`src/rtl/sram_stage_sequencer_pkg.sv`:
```
// Shared state encoding, default timeout constants and width helper for the SRAM stage sequencer.
// Purely declarative: adds no latency and has no flow control of its own.
package sram_stage_sequencer_pkg;

  typedef enum logic [1:0] {
    IDLE = 2'd0,
    RX   = 2'd1,
    RUN  = 2'd2
  } state_t;

  localparam int unsigned DEF_RX_TIMEOUT    = 32'd50000000;
  localparam int unsigned DEF_STAGE_TIMEOUT = 32'd16777215;

  function automatic int unsigned max_u(input int unsigned a, input int unsigned b);
    return (a > b) ? a : b;
  endfunction

endpackage

```
`src/rtl/sram_stage_sequencer_timeout_counter.sv`:
```
// Clearable up-counter that saturates at its compare value; hit is combinational from the count.
// Clear has priority over counting; no backpressure.
module seq_timeout_counter #(
  parameter int W = 8
) (
  input  logic         clk,
  input  logic         rst,
  input  logic         clear,
  input  logic         enable,
  input  logic [W-1:0] limit,
  output logic [W-1:0] count,
  output logic         hit
);

  assign hit = (count == limit);

  // Holding at the limit keeps the counter from ever wrapping past its compare point.
  always_ff @(posedge clk) begin
    if (rst) begin
      count <= '0;
    end else if (clear) begin
      count <= '0;
    end else if (enable && !hit) begin
      count <= count + 1'b1;
    end
  end

endmodule

```
`src/rtl/sram_stage_sequencer.sv`:
```
// Sequences UART upload then NUM_STAGES processing stages and muxes their SRAM requests (mux adds 0 cycles).
// Stages advance only on Stage_end from the running stage; STAGE_WATCHDOG_EN adds a per-stage timeout.
module sram_stage_sequencer
  import sram_stage_sequencer_pkg::*;
#(
  parameter int          NUM_STAGES    = 2,
  parameter int          ADDR_W        = 18,
  parameter int          DATA_W        = 16,
  parameter int unsigned RX_TIMEOUT    = DEF_RX_TIMEOUT,
  parameter int unsigned STAGE_TIMEOUT = DEF_STAGE_TIMEOUT,
  localparam int         SW            = (NUM_STAGES > 1) ? $clog2(NUM_STAGES) : 1
) (
  input  logic                         Clock,
  input  logic                         Reset,
  input  logic                         Rx_line,
  input  logic [ADDR_W-1:0]            Rx_address,
  input  logic [DATA_W-1:0]            Rx_write_data,
  input  logic                         Rx_we_n,
  input  logic [NUM_STAGES*ADDR_W-1:0] Stage_address,
  input  logic [NUM_STAGES*DATA_W-1:0] Stage_write_data,
  input  logic [NUM_STAGES-1:0]        Stage_we_n,
  input  logic [NUM_STAGES-1:0]        Stage_end,
  input  logic [ADDR_W-1:0]            Disp_address,
  output logic                         Rx_initialize,
  output logic                         Rx_enable,
  output logic [NUM_STAGES-1:0]        Stage_start,
  output logic                         Disp_enable,
  output logic [ADDR_W-1:0]            SRAM_address,
  output logic [DATA_W-1:0]            SRAM_write_data,
  output logic                         SRAM_we_n,
  output logic [SW-1:0]                Active_stage,
  output logic                         Busy,
  output logic [NUM_STAGES-1:0]        Stage_error
);

  localparam int              TW          = $clog2(max_u(RX_TIMEOUT, STAGE_TIMEOUT) + 1);
  localparam logic [SW-1:0]   LAST        = SW'(NUM_STAGES - 1);
  localparam logic [TW-1:0]   RX_LIMIT    = TW'(RX_TIMEOUT - 1);
  localparam logic [TW-1:0]   STAGE_LIMIT = TW'(STAGE_TIMEOUT - 1);

  state_t                  state;
  state_t                  state_nxt;
  logic [SW-1:0]           active_nxt;
  logic [NUM_STAGES-1:0]   start_nxt;
  logic                    rx_init_nxt;
  logic                    rx_en_nxt;
  logic                    accepted;
  logic                    wd_expire;
  logic                    wd_count;
  logic                    tmr_clear;
  logic                    tmr_enable;
  logic                    tmr_hit;
  logic [TW-1:0]           tmr_limit;
  logic [TW-1:0]           tmr_count;

  seq_timeout_counter #(.W(TW)) u_timer (
    .clk    (Clock),
    .rst    (Reset),
    .clear  (tmr_clear),
    .enable (tmr_enable),
    .limit  (tmr_limit),
    .count  (tmr_count),
    .hit    (tmr_hit)
  );

  // Only the running stage's own done flag counts; ends from idle stages are dropped.
  assign accepted = (state == RUN) && Stage_start[Active_stage] && Stage_end[Active_stage];

`ifdef STAGE_WATCHDOG_EN
  assign wd_count  = 1'b1;
  assign wd_expire = (state == RUN) && tmr_hit && !accepted;

  always_ff @(posedge Clock) begin
    if (Reset) begin
      Stage_error <= '0;
    end else if (state == IDLE && !Rx_line) begin
      Stage_error <= '0;
    end else if (wd_expire) begin
      Stage_error[Active_stage] <= 1'b1;
    end
  end
`else
  assign wd_count    = 1'b0;
  assign wd_expire   = 1'b0;
  assign Stage_error = '0;
`endif

  always_comb begin
    state_nxt   = state;
    active_nxt  = Active_stage;
    rx_init_nxt = 1'b0;
    rx_en_nxt   = 1'b0;
    tmr_clear   = 1'b0;
    tmr_enable  = 1'b0;
    tmr_limit   = RX_LIMIT;
    case (state)
      IDLE: begin
        tmr_clear = 1'b1;
        if (!Rx_line) begin
          state_nxt   = RX;
          rx_init_nxt = 1'b1;
        end
      end
      RX: begin
        tmr_enable = 1'b1;
        rx_en_nxt  = Rx_initialize;
        // A write in progress always restarts the idle window, even at the limit.
        if (!Rx_we_n) begin
          tmr_clear = 1'b1;
        end else if (tmr_hit) begin
          state_nxt  = RUN;
          active_nxt = '0;
          tmr_clear  = 1'b1;
        end
      end
      RUN: begin
        tmr_limit  = STAGE_LIMIT;
        tmr_enable = wd_count;
        if (accepted || wd_expire) begin
          tmr_clear = 1'b1;
          if (Active_stage == LAST) begin
            state_nxt  = IDLE;
            active_nxt = '0;
          end else begin
            active_nxt = Active_stage + 1'b1;
          end
        end
      end
      default: begin
        state_nxt  = IDLE;
        active_nxt = '0;
      end
    endcase

    start_nxt = '0;
    if (state_nxt == RUN) begin
      start_nxt[active_nxt] = 1'b1;
    end
  end

  always_ff @(posedge Clock) begin
    if (Reset) begin
      state         <= IDLE;
      Active_stage  <= '0;
      Stage_start   <= '0;
      Rx_initialize <= 1'b0;
      Rx_enable     <= 1'b0;
      Disp_enable   <= 1'b1;
    end else begin
      state         <= state_nxt;
      Active_stage  <= active_nxt;
      Stage_start   <= start_nxt;
      Rx_initialize <= rx_init_nxt;
      Rx_enable     <= rx_en_nxt;
      Disp_enable   <= (state_nxt == IDLE);
    end
  end

  assign Busy = (state != IDLE);

  always_comb begin
    SRAM_address    = Disp_address;
    SRAM_write_data = '0;
    SRAM_we_n       = 1'b1;
    case (state)
      RX: begin
        SRAM_address    = Rx_address;
        SRAM_write_data = Rx_write_data;
        SRAM_we_n       = Rx_we_n;
      end
      RUN: begin
        SRAM_address    = Stage_address[Active_stage*ADDR_W +: ADDR_W];
        SRAM_write_data = Stage_write_data[Active_stage*DATA_W +: DATA_W];
        SRAM_we_n       = Stage_we_n[Active_stage];
      end
      default: begin
        SRAM_address    = Disp_address;
        SRAM_write_data = '0;
        SRAM_we_n       = 1'b1;
      end
    endcase
  end

endmodule

```
`config.mk`:
```
export PLATFORM = sky130hd
export DESIGN_NAME = sram_stage_sequencer
export DESIGN_NICKNAME = d
export VERILOG_FILES = /design/src/rtl/sram_stage_sequencer_pkg.sv /design/src/rtl/sram_stage_sequencer_timeout_counter.sv /design/src/rtl/sram_stage_sequencer.sv
export SDC_FILE = /design/constraint.sdc
export NUM_CORES = 1
export LEC_CHECK = 0
export BUFFER_PORTS_ARGS = -buffer_cell sky130_fd_sc_hd__buf_2
export CORE_UTILIZATION = 40
export DETAILED_ROUTE_END_ITERATION = 8
export PLACE_DENSITY_LB_ADDON = 0.12
export SYNTH_ARGS = -nofsm -noshare
export SYNTH_HDL_FRONTEND = slang
export SYNTH_HIERARCHICAL = 1
export SYNTH_SLANG_ARGS = --single-unit
```
`constraint.sdc`:
```
create_clock -name Clock -period 7.3 [get_ports Clock]
set_clock_uncertainty 0.05 [all_clocks]
set_input_delay 0.73 -clock Clock [delete_from_list [all_inputs] [get_ports Clock]]
set_output_delay 0.73 -clock Clock [all_outputs]
set_load 0.05 [all_outputs]
```
==> impl_results.md <==
* Core area at 0.00737 mm2
* CP startpoint kind: flip-flop
* Class of the worst hold path: flip-flop to flip-flop
* Routed len/inst at 15.4 um
* Post-synthesis adder-cell area fraction at 2.02%
* Worst Max-Slew Pin Slew at 1.01 ns
* Grt total ovfl at 0
* DRC Markers at 0
* CP max stage delay at 0.55 ns
* Largest net degree at the start of global routing at 54
* Most frequent cells in the layout: buf_2, nor2_1, nand2_1
* Ys async rst share at 0%
* Final Core Density at 55.2%
* Leak pwr at 1.90 nW
* Worst-path fanout max at 30
* IO Pins at 172
* Synth Warn # at 6
* Row count at 31
* Post-CTS Setup Repair Bufs at 0
* Area Growth Syn to Fin at 31.6%
* EDFF count, synth at 0
* Storage cell area at 682 um2
* 1st-pass router iterations at 5
* Maximum VDD drop at 109 uV
* RD Place Congestion at 0.878
* Cells after Synth at 404
* Initial DRC count at 262
* Kind of critical path: flip-flop to flip-flop
* Slowest stage cell, crit path: clkinv_1
* Starting density of the core at 42.0%
* Clock Latency Late Sink at 0.28 ns
* Die width at 89.9 um
* CTS H-tree depth at 2
* WP data arrival at 4.41 ns
* Simple-gate share of the synthesized area at 24.4%
* Port Buffers at 169
* Final setup viols at 0
* Post-CTS Resized at 0
* Synth cell types at 52
* Clock Path Buffers at 2
* Multi-input gate area at 0.00228 mm2
* Commonest non-fill, non-tap cell in the layout: buf_2
* Max Cap Viol at 0
* CTS clk-pin slew, worst paths at 0.07 ns
* Cell count after placement at 661
* Number of global-route vias before repair at 3164
* Share of cells above drive strength 1 at 37.5%
* NumNets Final at 702
* Seq/Total Area, Yosys at 22.0%
* CTS tree: built
* FMAX at 234 MHz
* Period Utilization, post-route at 58.6%
* Critical path's most frequent cell: nor2_1
* Largest family of logic cells by synthesized area: simple AND/OR/NAND/NOR gates
* Syn Area/Cell at 7.65 um2
* First-pass GRT wire length at 16200 um
* Compound-Gate Fraction of Synth Area at 22.8%
* Die height at 89.9 um
* ANT nets after route at 0
* Setup_tns at 0 ns
* Fillcell total at 754
* Critical Path RT at 7.43 ns
* TritonCTS Buffers at 5
* Outcome: completed
* Via count of the routed design at 3601
* Synthesized area at 0.00309 mm2
* Hold Buf Count CTS at 0
* CTS Root Cell: clkbuf_8
* Post-DP HPWL at 7950 um
* Final Hold Fails at 0
* Post-route insts no fill at 670
* Rel. slew slack at 32.7%
* Total GRT Usage at 24.8%
* FF+latch count, synth at 34
* CTS Sinks at 34
* Drt via density at 5.37
* Total detailed-routing wirelength at 10300 um
* Unrepaired setup endpoints after global routing: no
* Min Tclk post-route at 4.28 ns
* Initial antenna violation count at 1
* CP Capture Type: flip-flop
* Post-synthesis xor/xnor area fraction at 9.35%
* Die ar. at 0.00808 mm2
* CP cell instances: inv_1, ha_1, buf_4, clkinv_1, xor2_1, nor4_1, nand4_1, nor2_1, o21ai_0, a31oi_1, or2_2, nor2_1, a41o_2
* Max-slew violations at 0
* Mux contribution to synthesized area at 12.7%
* Power Dens Cells at 132 mW/mm2
* Synth Flop Type: dfxtp_1
==> through the flow <==
step / area (um2) / power (mW) / hold WS [ns] / setup slack [ns]
after floorplan: 3160 / 0.330 / 0.421 / 3.43
after global placement: 3970 / 0.393 / 0.426 / 3.28
after detailed placement: 3970 / 0.394 / 0.431 / 3.09
after CTS: 4070 / 0.540 / 0.453 / 3.05
after global routing: 4070 / 0.561 / 0.473 / 2.61
final: 4070 / 0.536 / 0.452 / 3.02
==> synthesized netlist by cell type, drive strengths merged (2+ instances only) <==
library cell  number  share of area, %
buf               17               3.7
a41o               5               1.7
or3                6               1.2
mux2i             19               6.2
a22oi             18               4.4
clkbuf            12               1.5
ha                 5               2.0
a211oi             4              0.97
and2              19               3.8
a21o               2              0.49
dfxtp             34                22
nand3             11               1.8
nor3               2              0.32
nor2              47               5.7
a21oi             33               5.5
nand2             34               4.1
conb               2              0.24
nand4              8               1.8
a221oi             2              0.57
and4               2              0.65
and3               3              0.61
or2                2              0.40
nor4              10               2.4
xnor2              6               1.7
inv                7              0.85
xor2              27               7.6
a31o               6               1.7
a31oi              7               1.4
mux2              18               6.6
o21ai             23               3.8
==> routing by layer <==
layer  track usage, %  part of all wire (%)
met1             32.0                    43
met2             42.1                    48
met3             5.25                   7.2
met4             6.32                   1.8
met5                0                     0
==> logic make-up after synthesis <==
family          count (synthesis)
simple gates                  149
other cells                     2
mux                            37
flops                          34
compound gates                106
buf+inv                        38
fa+ha+maj                       5
xor+xnor                       33
==> area by class of cell <==
class	instances	area share [%]
Timing Repair Buffer	171	21.2
Clock inverter	1	0.123
Tap cell	99	3.05
Multi-Input combinational cell	349	56.0
Inverter	8	0.738
Sequential cell	34	16.8
Antenna cell	1	0.0615
Clock buffer	7	2.12
==> state kept, by name, summed over array words and instances, names as in the netlist <==
| name | flops |
|---|---|
| Disp_enable | 1 |
| Stage_start | 2 |
| Active_stage | 1 |
| state | 2 |
| u_timer/count | 26 |
| Rx_enable | 1 |
| Rx_initialize | 1 |
==> critical path, delay by kind of cell, from the launching register on <==
kind,cells,cell delay [ns]
AND/OR/NAND/NOR,5,1.55
buffers and inverters,3,1.02
AO/OA/AOI/OAI,3,0.72
flip-flops,1,0.34
XOR/XNOR,1,0.29
adder cells (fa/ha/maj),1,0.16
==> power breakdown <==
group | switching (mW) | total [mW] | internal [mW]
clock network | 0.0682 | 0.144 | 0.0761
logic | 0.139 | 0.203 | 0.0646
registers | 0.00129 | 0.189 | 0.187
==> worst paths after layout <==
| path | from | end | slack, ns | depth (start not counted) |
|---|---|---|---|---|
| setup / recovery | state[0] | u_timer/count[16] | 3.02 | 13 |
| setup reg to reg | state[0] | u_timer/count[16] | 3.02 | 13 |
| hold reg to reg | u_timer/count[14] | u_timer/count[14] | 0.45 | 2 |
| hold / removal | u_timer/count[14] | u_timer/count[14] | 0.45 | 2 |
Power figures use the tool's default switching activity.
